--- src/rtl/sigmoid_arbiter_if.sv ---
`default_nettype none
// ============================================================================
// Module   : sigmoid_arbiter_if
// Brief    : Requester-side bundle of the shared sigmoid engine arbiter:
//            request levels, operand vectors, grant and tagged response.
// Revision : 1.0 - initial release
// ============================================================================
interface sigmoid_arbiter_if #(
    parameter int S  = 32,
    parameter int N  = 2,
    parameter int R  = 4,
    parameter int IW = $clog2(R)
);
    logic [R-1:0]     req;
    logic [R*S*N-1:0] x_in;
    logic [R-1:0]     gnt;
    logic             rsp_valid;
    logic             rsp_err;
    logic [IW-1:0]    rsp_id;
    logic [S*N-1:0]   rsp_y;
    logic             busy;

    // Requesters drive req/x_in and observe grant and response.
    modport master (
        output req, x_in,
        input  gnt, rsp_valid, rsp_err, rsp_id, rsp_y, busy
    );

    // The arbiter consumes requests and produces grant and response.
    modport slave (
        input  req, x_in,
        output gnt, rsp_valid, rsp_err, rsp_id, rsp_y, busy
    );
endinterface
`default_nettype wire

--- src/rtl/sigmoid_arbiter.sv ---
`default_nettype none
// ============================================================================
// Module   : sigmoid_arbiter
// Brief    : Round-robin sharing of one N-lane sigmoid engine among R
//            requesters, with operand latching, engine start/clear sequencing,
//            id-tagged responses and a watchdog abort.
// Revision : 1.0 - initial release
// ============================================================================
module sigmoid_arbiter #(
    parameter int S       = 32,
    parameter int N       = 2,
    parameter int R       = 4,
    parameter int TIMEOUT = 64,
    parameter int IW      = $clog2(R)
) (
    input  wire logic           clk,
    input  wire logic           rst,
    sigmoid_arbiter_if.slave    bus,
    output logic                eng_rst_n,
    output logic                eng_start,
    output logic [S*N-1:0]      eng_x,
    input  wire logic [S*N-1:0] eng_y,
    input  wire logic           eng_done
);
    localparam int W  = S * N;
    localparam int CW = $clog2(TIMEOUT + 1);
    localparam logic [CW-1:0] CNT_LAST = CW'(TIMEOUT - 1);

    typedef enum logic [1:0] {
        ST_IDLE   = 2'd0,
        ST_LAUNCH = 2'd1,
        ST_WAIT   = 2'd2,
        ST_RESP   = 2'd3
    } state_t;

    state_t        state_q, state_d;
    logic [IW-1:0] ptr_q, ptr_d;
    logic [IW-1:0] id_q, id_d;
    logic [IW-1:0] rsp_id_q, rsp_id_d;
    logic [R-1:0]  gnt_q, gnt_d;
    logic [W-1:0]  x_q, x_d;
    logic [W-1:0]  rsp_y_q, rsp_y_d;
    logic          rsp_err_q, rsp_err_d;
    logic          done_q, done_d;
    logic [CW-1:0] cnt_q, cnt_d;

    logic          pick_found;
    logic [IW-1:0] pick_id;
    logic [IW-1:0] cand;
    logic [W-1:0]  x_pick;

    // Cyclic search for the first active request at or after the pointer.
    always_comb begin
        pick_found = 1'b0;
        pick_id    = '0;
        cand       = '0;
        for (int k = 0; k < R; k++) begin
            cand = IW'((int'(ptr_q) + k) % R);
            if (!pick_found && bus.req[cand]) begin
                pick_found = 1'b1;
                pick_id    = cand;
            end
        end
    end

    // Select the winner's operand slice for latching.
    always_comb begin
        x_pick = '0;
        for (int r = 0; r < R; r++) begin
            if (pick_id == IW'(r)) begin
                x_pick = bus.x_in[r*W +: W];
            end
        end
    end

    // Next-state and register updates for the grant/launch/wait/respond cycle.
    always_comb begin
        state_d   = state_q;
        ptr_d     = ptr_q;
        id_d      = id_q;
        rsp_id_d  = rsp_id_q;
        gnt_d     = gnt_q;
        x_d       = x_q;
        rsp_y_d   = rsp_y_q;
        rsp_err_d = rsp_err_q;
        cnt_d     = cnt_q;
        done_d    = eng_done;
        case (state_q)
            ST_IDLE: begin
                if (pick_found) begin
                    gnt_d   = {{(R-1){1'b0}}, 1'b1} << pick_id;
                    x_d     = x_pick;
                    id_d    = pick_id;
                    state_d = ST_LAUNCH;
                end
            end
            ST_LAUNCH: begin
                // Pretend done was already high so a level left over from the
                // previous operation cannot look like a fresh completion.
                cnt_d   = '0;
                done_d  = 1'b1;
                state_d = ST_WAIT;
            end
            ST_WAIT: begin
                if (eng_done && !done_q) begin
                    rsp_y_d   = eng_y;
                    rsp_err_d = 1'b0;
                    rsp_id_d  = id_q;
                    state_d   = ST_RESP;
                end else if (cnt_q == CNT_LAST) begin
                    rsp_y_d   = '0;
                    rsp_err_d = 1'b1;
                    rsp_id_d  = id_q;
                    state_d   = ST_RESP;
                end else begin
                    cnt_d = cnt_q + 1'b1;
                end
            end
            ST_RESP: begin
                ptr_d   = (int'(id_q) == R - 1) ? '0 : id_q + 1'b1;
                gnt_d   = '0;
                state_d = ST_IDLE;
            end
            default: state_d = ST_IDLE;
        endcase
    end

    // State and datapath registers; reset drops any in-flight operation.
    always_ff @(posedge clk) begin
        if (rst) begin
            state_q   <= ST_IDLE;
            ptr_q     <= '0;
            id_q      <= '0;
            rsp_id_q  <= '0;
            gnt_q     <= '0;
            x_q       <= '0;
            rsp_y_q   <= '0;
            rsp_err_q <= 1'b0;
            cnt_q     <= '0;
            done_q    <= 1'b0;
        end else begin
            state_q   <= state_d;
            ptr_q     <= ptr_d;
            id_q      <= id_d;
            rsp_id_q  <= rsp_id_d;
            gnt_q     <= gnt_d;
            x_q       <= x_d;
            rsp_y_q   <= rsp_y_d;
            rsp_err_q <= rsp_err_d;
            cnt_q     <= cnt_d;
            done_q    <= done_d;
        end
    end

    // Outputs are forced to their reset values for as long as rst is high.
    assign bus.gnt       = rst ? '0 : gnt_q;
    assign bus.rsp_valid = !rst && (state_q == ST_RESP);
    assign bus.rsp_err   = rst ? 1'b0 : rsp_err_q;
    assign bus.rsp_id    = rst ? '0 : rsp_id_q;
    assign bus.rsp_y     = rst ? '0 : rsp_y_q;
    assign bus.busy      = !rst && (state_q != ST_IDLE);
    assign eng_rst_n     = !rst && (state_q != ST_LAUNCH);
    assign eng_start     = !rst && (state_q == ST_LAUNCH);
    assign eng_x         = rst ? '0 : x_q;
endmodule
`default_nettype wire

--- src/flat_wrapper.sv ---
// flat-port wrapper written by rule: the top's interface ports become plain ports
module sigmoid_arbiter_flat 
#(
    parameter int S       = 32,
    parameter int N       = 2,
    parameter int R       = 4,
    parameter int TIMEOUT = 64,
    parameter int IW      = $clog2(R)
)
  (clk, rst, eng_rst_n, eng_start, eng_x, eng_y, eng_done, bus_req, bus_x_in, bus_gnt, bus_rsp_valid, bus_rsp_err, bus_rsp_id, bus_rsp_y, bus_busy);
  sigmoid_arbiter_if #(.S(S), .N(N), .R(R), .IW(IW)) bus_i ();
  input  wire logic clk;
  input  wire logic rst;
  output logic eng_rst_n;
  output logic eng_start;
  output logic [S*N-1:0] eng_x;
  input  wire logic [S*N-1:0] eng_y;
  input  wire logic eng_done;
  input wire logic [$bits(bus_i.req)-1:0] bus_req;
  input wire logic [$bits(bus_i.x_in)-1:0] bus_x_in;
  output wire logic [$bits(bus_i.gnt)-1:0] bus_gnt;
  output wire logic [$bits(bus_i.rsp_valid)-1:0] bus_rsp_valid;
  output wire logic [$bits(bus_i.rsp_err)-1:0] bus_rsp_err;
  output wire logic [$bits(bus_i.rsp_id)-1:0] bus_rsp_id;
  output wire logic [$bits(bus_i.rsp_y)-1:0] bus_rsp_y;
  output wire logic [$bits(bus_i.busy)-1:0] bus_busy;
  assign bus_i.req = bus_req;
  assign bus_i.x_in = bus_x_in;
  assign bus_gnt = bus_i.gnt;
  assign bus_rsp_valid = bus_i.rsp_valid;
  assign bus_rsp_err = bus_i.rsp_err;
  assign bus_rsp_id = bus_i.rsp_id;
  assign bus_rsp_y = bus_i.rsp_y;
  assign bus_busy = bus_i.busy;
  sigmoid_arbiter #(.S(S), .N(N), .R(R), .TIMEOUT(TIMEOUT), .IW(IW)) u_core (.clk(clk), .rst(rst), .bus(bus_i), .eng_rst_n(eng_rst_n), .eng_start(eng_start), .eng_x(eng_x), .eng_y(eng_y), .eng_done(eng_done));
endmodule
--- config.mk ---
export PLATFORM = sky130hd
export DESIGN_NAME = sigmoid_arbiter_flat
export DESIGN_NICKNAME = d
export VERILOG_FILES = /design/src/rtl/sigmoid_arbiter_if.sv /design/src/rtl/sigmoid_arbiter.sv /design/src/flat_wrapper.sv
export SDC_FILE = /design/constraint.sdc
export NUM_CORES = 1
export LEC_CHECK = 0
export BUFFER_PORTS_ARGS = -buffer_cell sky130_fd_sc_hd__buf_2
export CELL_PAD_IN_SITES_DETAIL_PLACEMENT = 0
export CELL_PAD_IN_SITES_GLOBAL_PLACEMENT = 1
export CORE_AREA = 8 8 175 177
export CTS_CLUSTER_SIZE = 28
export DETAILED_ROUTE_END_ITERATION = 6
export DIE_AREA = 0 0 183 185
export GPL_TIMING_DRIVEN = 0
export HOLD_SLACK_MARGIN = 0.05
export PLACE_DENSITY_LB_ADDON = 0.1
export SKIP_CTS_REPAIR_TIMING = 1
export SYNTH_ARGS = -nofsm -noshare
export SYNTH_HDL_FRONTEND = slang
export SYNTH_SLANG_ARGS = --single-unit
--- constraint.sdc ---
create_clock -name clk -period 4.95 [get_ports clk]
set_clock_uncertainty 0.1 [all_clocks]
set_input_delay 1.2375 -clock clk [delete_from_list [all_inputs] [get_ports clk]]
set_output_delay 1.2375 -clock clk [all_outputs]
set_load 0.01 [all_outputs]
# Word level (Yosys, flattened, before mapping)
# Index checks and enable logic that the tools add are counted.
# op_classes
n_shift	1
bitwise	0
n_mul	0
n_div	0
n_addsub	5
order_cmp	4
eq_ne	13
reduce_logical	24
muxes	42
# ops
operator	n
two-way mux 64 bit	8
two-way mux 2 bit	11
two-way mux 7 bit	2
case mux 7 bit (2 select lines)	1
less-than comparator 2 x 3 -> 1 bit, second input constant	4
two-way mux 1 bit	12
binary-select mux 1 bit (select 2 bit)	4
== test 2 bit, second input constant	4
logical AND 1 bit	8
two-way mux 4 bit	2
case mux 2 bit (4 select lines)	1
case mux 4 bit (2 select lines)	1
AND reduction 2 bit	4
nonzero test 2 bit	4
adder 7 x 1 -> 7 bit, second input constant	1
== test 7 x 6 -> 1 bit, second input constant	1
== test 2 x 1 -> 1 bit, second input constant	3
logical NOT 1 bit	5
adder 2 x 1 -> 2 bit, second input constant	2
adder 2 bit, second input constant	2
logical NOT 2 bit	2
!= test 2 x 1 -> 1 bit, second input constant	2
!= test 2 bit, second input constant	2
<< shifter 1 x 2 -> 4 bit, first input constant	1
2 further kinds	2
# totals
input_bits	327
reg_bits	149
romBits	0
memories	0
output_inout_bits	139
ram_bits	0
latchBits	0

# Depth between registers and ports, before layout
# Gate-level depths: netlist (run 1).
# depth
depth_word	17
depth_mapped	10
depth_no_buf	6

# Worst setup path before layout (run 1)
# No wires, ideal clock.
# synth_path
path_kind	input-to-output
from	input rst
to	output bus_busy
arrival_ns	2.135
path_slack_ns	1.477
path_stages	4
cell_sequence	clkbuf_1 clkbuf_1 clkbuf_1 nor2_1
# synth_via
elab_chain_cells	2
# synth_rtl
element	line_no	source
start, declared	flat_wrapper.sv:13	input wire logic rst;
logical NOT 1 bit	sigmoid_arbiter.sv:161	assign bus.busy = !rst && (state_q != ST_IDLE);
logical AND 1 bit	sigmoid_arbiter.sv:161	
end, declared	flat_wrapper.sv:26	output wire logic [$bits(bus_i.busy)-1:0] bus_busy;
# Every way passes these cells.

# Final worst setup path (run 1)
# Same ends and word-level chain as after synthesis.

==> impl_metrics.csv, run 1 <==
group,metric,value,unit
status,status,"complete, no violations",
finish,layout-drive-gt1-share,36.7,%
clock_network,cts_num_sinks,149,
place,placedCellCount,1785,
route,routed-wl-met3,2770,um
finish,layout.cells.non_filler,1828,
finish,fin_nets,1753,
timing,worstMarginPinSlew,0.958,ns
global_route,grt_pass1_vias,9448,
clock_network,h-tree-depth,4,
worst_setup_path,r2r-start,"u_core.cnt_q[0]$_SDFFE_PP0P_",
route,wl_met2,20400,um
logic_synthesis,syn_area_per_cell,8.55,um^2
timing,setup_viol,0,
route,ant_nets,0,
logic_synthesis,synthCells,936,
floorplanning,chipWidth,183,um
worst_setup_path,critPathSlowestCell,"clkbuf_1",
logic_synthesis,synth.area.top_cells,"dfxtp_1, a211oi_1, and3_1, a22o_1, o32ai_1",
run,maxCapViolCount,0,
floorplanning,ios,466,
clock_network,clockBufferDepth,2,
route,wl,40300,um
worst_setup_path,cp.required,3.61,ns
clock_network,cts_tree,"yes",
clock_network,clk_root_buffer_cell,"clkbuf_16",
floorplanning,fp.dieH,185,um
worst_setup_path,worst-r2r-setup-slack,2.27,ns
clock_network,cts-buffers-inserted,17,
timing,hold_slack,0.360,ns
route,wl_met1,16600,um
logic_synthesis,synth_nets,1269,
worst_setup_path,cp_max_fo,10,
global_route,antenna_found_initial,14,
logic_synthesis,synth-main-ff-cell,"dfxtp_1",
place,dp_hpwl,32100,um
global_route,overflow,0,
worst_setup_path,r2r_end,"u_core.cnt_q[4]$_SDFFE_PP0P_",
worst_setup_path,arrival,3.23,ns
route,drt_iter0_markers,426,
finish,area_growth,43.0,%
finish,multi_input_area,0.00434,mm^2
worst_setup_path,worstSetupStartpointType,"input port",
worst_setup_path,path_delay_family,"buffers and inverters",
logic_synthesis,synth_edf_count,0,
timing,rsz0062_at_grt,"false",
logic_synthesis,ys_ff_latch,149,
logic_synthesis,yosysMostFrequentCell,"dfxtp_1",
place,io_buffers,465,
global_route,grt_pass1_wl,58800,um
route,firstDrtPassIters,4,
logic_synthesis,synthDistinctLibCells,39,
place,gp_congestion,0.899,
finish,seq_area,0.00298,mm^2
timing,max-slew-margin-rel,35.9,%
global_route,grt_max_degree,19,
worst_setup_path,path_buf_inv,5,
clock_network,insertion_delay,0.43,ns
timing,slew_violations,0,
hold_path,hp-class,"reg -> reg",
timing,period_needed,4.57,ns
worst_setup_path,endpoint_kind,"output port",
worst_setup_path,critPathKind,"in -> out",
floorplanning,rows,62,
power_and_ir_drop,p_per_area,380,mW/mm^2
timing,fmax,219,MHz
floorplanning,start_util,28.5,%
timing,final_hold_viol_count,0,
power_and_ir_drop,power,4.35,mW
logic_synthesis,synth_area,0.00801,mm^2
logic_synthesis,yosys.area.top_type,"dfxtp_1",
route,routed.top_layer,"met5",
route,vias,9106,
finish,fillers,3048,
floorplanning,die_area,0.0339,mm^2
timing,fin_crit_sh,92.3,%
worst_setup_path,worst_path_largest_cell_delay,0.55,ns
hold_path,hold_path_end,"u_core.rsp_id_q[1]$_SDFFE_PP0P_",
power_and_ir_drop,max-vdd-ir-drop,0.211,mV
route,avgRoutedWirePerCell,22.0,um
worst_setup_path,reg2regPathDepth,10,
hold_path,whs_path_depth,2,
worst_setup_path,path_cells,"buf_2 > clkbuf_1 > clkbuf_1 > clkbuf_1 > nor2_1 > buf_2",
logic_synthesis,yosysWarnings,0,
global_route,track_usage,22.7,%
route,drc,0,
route,via_per_inst,4.98,
hold_path,hp-start,"u_core.rsp_id_q[1]$_SDFFE_PP0P_",
logic_synthesis,seq_area_frac_synth,37.3,%
worst_setup_path,cp_common_cell,"clkbuf_1",
timing,setup_tns,0,ns
logic_synthesis,synthArstFlopShare,0,%
logic_synthesis,synth_top_area_share,37.3,%
clock_network,clk_pin_slew,0.07,ns
power_and_ir_drop,cellLeakagePower,5.85,nW
logic_synthesis,synthTopCellsByCount,"dfxtp_1, a211oi_1, and3_1",
floorplanning,core-area,0.0281,mm^2
how the worst max path moves through the flow:
stage | start | endpoint | slack, ns | depth (start not counted)
after CTS | rst | bus_busy | 0.29 | 6
after global routing | rst | bus_busy | 0.17 | 6
after floorplan | rst | bus_busy | 1.48 | 4
after global placement | rst | bus_busy | 0.26 | 6
final | rst | bus_busy | 0.38 | 6
after detailed placement | rst | bus_busy | 0.30 | 6
state kept, by name (all words and copies together) (netlist names):
name	cells
u_core.id_q	2
u_core.done_q	1
u_core.rsp_y_q	64
u_core.state_q	2
u_core.cnt_q	7
u_core.rsp_id_q	2
u_core.gnt_q	4
u_core.rsp_err_q	1
u_core.ptr_q	2
u_core.x_q	64
layout make-up:
class                      count  area share [%]
clock inverter                15            1.57
buffer                       103            3.71
clock buffer                  17            3.72
timing repair buffer         465            20.3
multi-input combinational    616            37.9
tap                          384            4.20
antenna                       11           0.240
sequential                   149            26.1
inverter                      68            2.23
cells in the final DEF (no fill, tap or decap), types with 2 or more instances in the layout:
| master | synthesis | final |
|---|---|---|
| buf_2 | 21 | 486 |
| dfxtp_1 | 149 | 149 |
| and3_1 | 129 | 129 |
| a211oi_1 | 129 | 129 |
| nor2b_1 | 79 | 79 |
| clkbuf_1 | 76 | 76 |
| inv_1 | 68 | 68 |
| a22o_1 | 66 | 66 |
| nand2b_1 | 65 | 65 |
| o32ai_1 | 65 | 65 |
| nor2_1 | 21 | 21 |
| clkbuf_16 | 0 | 17 |
| diode_2 | 0 | 11 |
| nand2_1 | 9 | 9 |
| a21oi_1 | 9 | 9 |
| o21ai_0 | 6 | 6 |
| ha_1 | 6 | 6 |
| mux2i_1 | 5 | 5 |
| inv_8 | 0 | 5 |
| clkinv_8 | 0 | 5 |
| buf_4 | 3 | 3 |
| buf_1 | 3 | 3 |
| nand3_1 | 3 | 3 |
| inv_6 | 0 | 3 |
| a21boi_0 | 2 | 2 |
| nor3_1 | 2 | 2 |
| a32o_1 | 2 | 2 |
| a31oi_1 | 2 | 2 |
metal layers:
metal,global-route usage [%],up-vias
met5,0,-
met4,5.27,8
met3,6.30,28
met2,41.0,333
met1,26.2,4290
li1,-,4447
through the flow:
stage          area [um^2]  setup WS [ns]  utilization, %
3_3_place_gp         10800          0.262            38.5
4_1_cts              11400          0.294            40.7
2_1_floorplan         8010           1.48               -
3_5_place_dp         10800          0.295            38.5
5_1_grt              11400          0.165            40.7
6_report             11400          0.381            40.8
logic make-up after synthesis:
logic type | share of synthesized area, %
AOI/OAI and AO/OA | 28.5
DFF | 37.3
and+or+nand+nor | 24.2
muxes | 0.625
buffers and inverters | 8.49
adders and majority gates | 0.938
power by group:
group / internal, mW / leakage, nW / total (mW) / switching, mW
combinational: 0.603 / 4.34 / 1.53 / 0.927
sequential: 1.43 / 1.22 / 1.50 / 0.0632
clock: 0.685 / 0.292 / 1.33 / 0.641
total: 2.72 / 5.85 / 4.35 / 1.63
tightest hold or removal path: stages (launching register included):
cell     delay (ns)
dfxtp_1        0.31
nand2_1        0.05
a21oi_1        0.06
Note: power is estimated with default switching activity, not from simulation.
==> inputs of run 2 (changes only) <==
--- a/config.mk
+++ b/config.mk
@@ -5,17 +5,20 @@
 export SDC_FILE = /design/constraint.sdc
 export NUM_CORES = 1
 export LEC_CHECK = 0
+export ABC_AREA = 1
 export BUFFER_PORTS_ARGS = -buffer_cell sky130_fd_sc_hd__buf_2
 export CELL_PAD_IN_SITES_DETAIL_PLACEMENT = 0
 export CELL_PAD_IN_SITES_GLOBAL_PLACEMENT = 1
-export CORE_AREA = 8 8 175 177
+export CORE_ASPECT_RATIO = 1.4
+export CORE_MARGIN = 8
+export CORE_UTILIZATION = 31
 export CTS_CLUSTER_SIZE = 28
 export DETAILED_ROUTE_END_ITERATION = 6
-export DIE_AREA = 0 0 183 185
 export GPL_TIMING_DRIVEN = 0
 export HOLD_SLACK_MARGIN = 0.05
 export PLACE_DENSITY_LB_ADDON = 0.1
 export SKIP_CTS_REPAIR_TIMING = 1
+export SLEW_MARGIN = 0
 export SYNTH_ARGS = -nofsm -noshare
 export SYNTH_HDL_FRONTEND = slang
 export SYNTH_SLANG_ARGS = --single-unit
==> run 2 against run 1 <==
Compared with the run above:
- power up 44%
- final cell count up 28%
- clock-buffer cell count up 1
- utilization up 3.2 points
- die area down 1.3%
- global-route usage up 0.56 points
- first-iteration DRC count up 23%
- synthesized cell count up 57%
- clock power up 9.8%
- maximum frequency up 1.8%
- flip-flop and latch count unchanged
- critical path depth down 1
- highest routed layer is now met4
==> impl_metrics.csv, run 2 <==
group,metric,value,unit
worst_setup_path,path_delay_family,"buffers and inverters",
timing,rsz0062_at_grt,"false",
worst_setup_path,cp.required,3.61,ns
timing,slew_violations,0,
worst_setup_path,path_depth,5,
floorplanning,fp.dieH,213,um
logic_synthesis,yosysMostFrequentCell,"nand2_1",
worst_setup_path,worstSetupStartpointType,"input port",
global_route,grt_pass1_vias,10146,
floorplanning,die_area,0.0334,mm^2
hold_path,whs_path_depth,2,
global_route,overflow,0,
worst_setup_path,crit_path_end,"eng_x[15]",
hold_path,hp-start,"u_core.rsp_id_q[0]$_SDFFE_PP0P_",
clock_network,insertion_delay,0.42,ns
worst_setup_path,r2r_end,"u_core.x_q[53]$_SDFFE_PP0P_",
logic_synthesis,ys_ff_latch,149,
power_and_ir_drop,cellLeakagePower,6.65,nW
timing,setup_viol,0,
power_and_ir_drop,p_per_area,521,mW/mm^2
place,io_buffers,464,
finish,mostFrequentLayoutCell,"buf_2",
clock_network,cts-buffers-inserted,17,
logic_synthesis,seq_area_frac_synth,34.7,%
global_route,antenna_found_initial,6,
logic_synthesis,synthDistinctLibCells,34,
logic_synthesis,synthTopCellsByCount,"nand2_1, nor2_1, inv_1",
worst_setup_path,worst-r2r-setup-slack,2.38,ns
place,gp_congestion,0.961,
timing,worstMarginPinSlew,0.722,ns
worst_setup_path,reg2regPathDepth,13,
logic_synthesis,synth-main-ff-cell,"dfxtp_1",
status,status,"complete, no violations",
hold_path,hp-class,"reg -> reg",
power_and_ir_drop,power,6.28,mW
floorplanning,rows,72,
logic_synthesis,syn_area_per_cell,5.85,um^2
timing,final_hold_viol_count,0,
logic_synthesis,synth_top_area_share,34.7,%
worst_setup_path,crit_start,"rst",
floorplanning,ios,466,
route,avgRoutedWirePerCell,17.2,um
floorplanning,chipWidth,157,um
clock_network,clockBufferDepth,2,
finish,largestRegisters,"u_core.rsp_y_q: 64 flops, u_core.x_q: 64 flops, u_core.cnt_q: 7 flops",
timing,hold_slack,0.366,ns
finish,fin_util,43.9,%
route,drt_iter0_markers,523,
timing,worst_slack,0.463,ns
worst_setup_path,cp_max_fo,10,
worst_setup_path,arrival,3.15,ns
clock_network,cts_tree,"yes",
logic_synthesis,synthArstFlopShare,0,%
clock_network,clk_root_buffer_cell,"clkbuf_16",
global_route,track_usage,23.2,%
worst_setup_path,r2r-start,"u_core.ptr_q[0]$_SDFFE_PP0P_",
logic_synthesis,synth_area,0.00861,mm^2
floorplanning,start_util,31.3,%
timing,fmax,223,MHz
worst_setup_path,endpoint_kind,"output port",
route,ant_nets,0,
worst_setup_path,cp_common_cell,"clkbuf_1",
logic_synthesis,synth_edf_count,0,
finish,layout-drive-gt1-share,28.4,%
place,placed_area,0.0114,mm^2
route,drc,0,
global_route,grt_max_degree,17,
worst_setup_path,path_buf_inv,4,
logic_synthesis,synthCells,1470,
worst_setup_path,path_cells,"clkbuf_1 > clkbuf_1 > clkbuf_1 > nor2_1 > buf_2",
logic_synthesis,yosysWarnings,0,
timing,fin_crit_sh,90.6,%
worst_setup_path,worst_path_largest_cell_delay,0.61,ns
finish,fin_area,0.0121,mm^2
worst_setup_path,critPathSlowestCell,"clkbuf_1",
worst_setup_path,critPathKind,"in -> out",
clock_network,cts_num_sinks,149,
timing,period_needed,4.49,ns
route,firstDrtPassIters,5,
route,vias,10448,
run,maxCapViolCount,0,
finish,layout.cells.non_filler,2344,
place,placedCellCount,2304,
logic_synthesis,synth_nets,1803,
clock_network,h-tree-depth,4,
power_and_ir_drop,max-vdd-ir-drop,0.262,mV
floorplanning,core-area,0.0275,mm^2
place,pre_cts_ws,0.424,ns
place,dp_hpwl,33200,um
route,wl,40300,um
finish,fin_nets,2286,
finish,final_cell_mix,"buf_2, nand2_1, nor2_1",
logic_synthesis,yosys.area.top_type,"dfxtp_1",
timing,max-slew-margin-rel,51.8,%
logic_synthesis,synth.area.top_cells,"dfxtp_1, nand2_1, nor2_1, inv_1, nand3_1",
timing,setup_tns,0,ns
finish,area_growth,40.3,%
global_route,grt_pass1_wl,59200,um
route,via_per_inst,4.46,
clock_network,clk_pin_slew,0.06,ns
-- run 2: cell types whose count changed after synthesis, moves of 41 or more --
| cell | previous run | this run |
|---|---|---|
| nor2b_1 | 79 | 0 |
| inv_1 | 68 | 248 |
| a22o_1 | 66 | 0 |
| o21ai_0 | 6 | 103 |
| nor2_1 | 21 | 275 |
| nand2_1 | 9 | 366 |
| o32ai_1 | 65 | 0 |
| a211oi_1 | 129 | 1 |
| clkbuf_1 | 76 | 35 |
| nand2b_1 | 65 | 0 |
| and3_1 | 129 | 0 |
| nand3_1 | 3 | 141 |
-- run 2: where the power goes --
group,internal (mW),switching [mW]
combinational,1.06,2.26
sequential,1.44,0.0650
clock,0.915,0.548
total,3.42,2.87
-- run 2: worst min path at each step --
stage	slack, ns	endpoint
final	0.37	u_core.rsp_id_q[0]$_SDFFE_PP0P_
after global routing	0.39	u_core.rsp_id_q[1]$_SDFFE_PP0P_
after CTS	0.37	u_core.rsp_id_q[1]$_SDFFE_PP0P_
after detailed placement	0.35	u_core.rsp_id_q[1]$_SDFFE_PP0P_
after global placement	0.35	u_core.rsp_id_q[0]$_SDFFE_PP0P_
after floorplan	0.33	u_core.rsp_id_q[0]$_SDFFE_PP0P_
-- run 2: kinds of logic (layout without fill, tap and decap cells) --
| group | Yosys count | count (layout) | synth area share, % |
|---|---|---|---|
| and+or+nand+nor | 830 | 830 | 39.9 |
| DFF | 149 | 149 | 34.7 |
| AOI/OAI and AO/OA | 144 | 144 | 8.56 |
| adders and majority gates | 6 | 6 | 0.872 |
| buffers and inverters | 340 | 836 | 15.9 |
| xor gates and xnor gates | 1 | 1 | 0.102 |
| other | 0 | 8 | 0 |
-- run 2: final cells by class --
type | count | area, um^2
clock buffer | 18 | 439
sequential | 149 | 2980
clock inverter | 14 | 223
timing repair buffer | 464 | 2320
fill | 3119 | 15400
tap | 370 | 463
inverter | 253 | 955
multi-input combinational | 981 | 4260
antenna | 8 | 20.0
buffer | 87 | 412
-- run 2: per-layer routing --
layer / wire [um] / track usage (%)
met2: 20100 / 41.3
met1: 15700 / 25.8
met5: 0 / 0
met3: 3550 / 6.99
met4: 962 / 8.21
-- run 2: tightest hold or removal path: cells and delay by family, from the launching register on --
kind	cells	cell delay (ns)
compound gates	1	0.06
flops	1	0.30
buf+inv	1	0.07
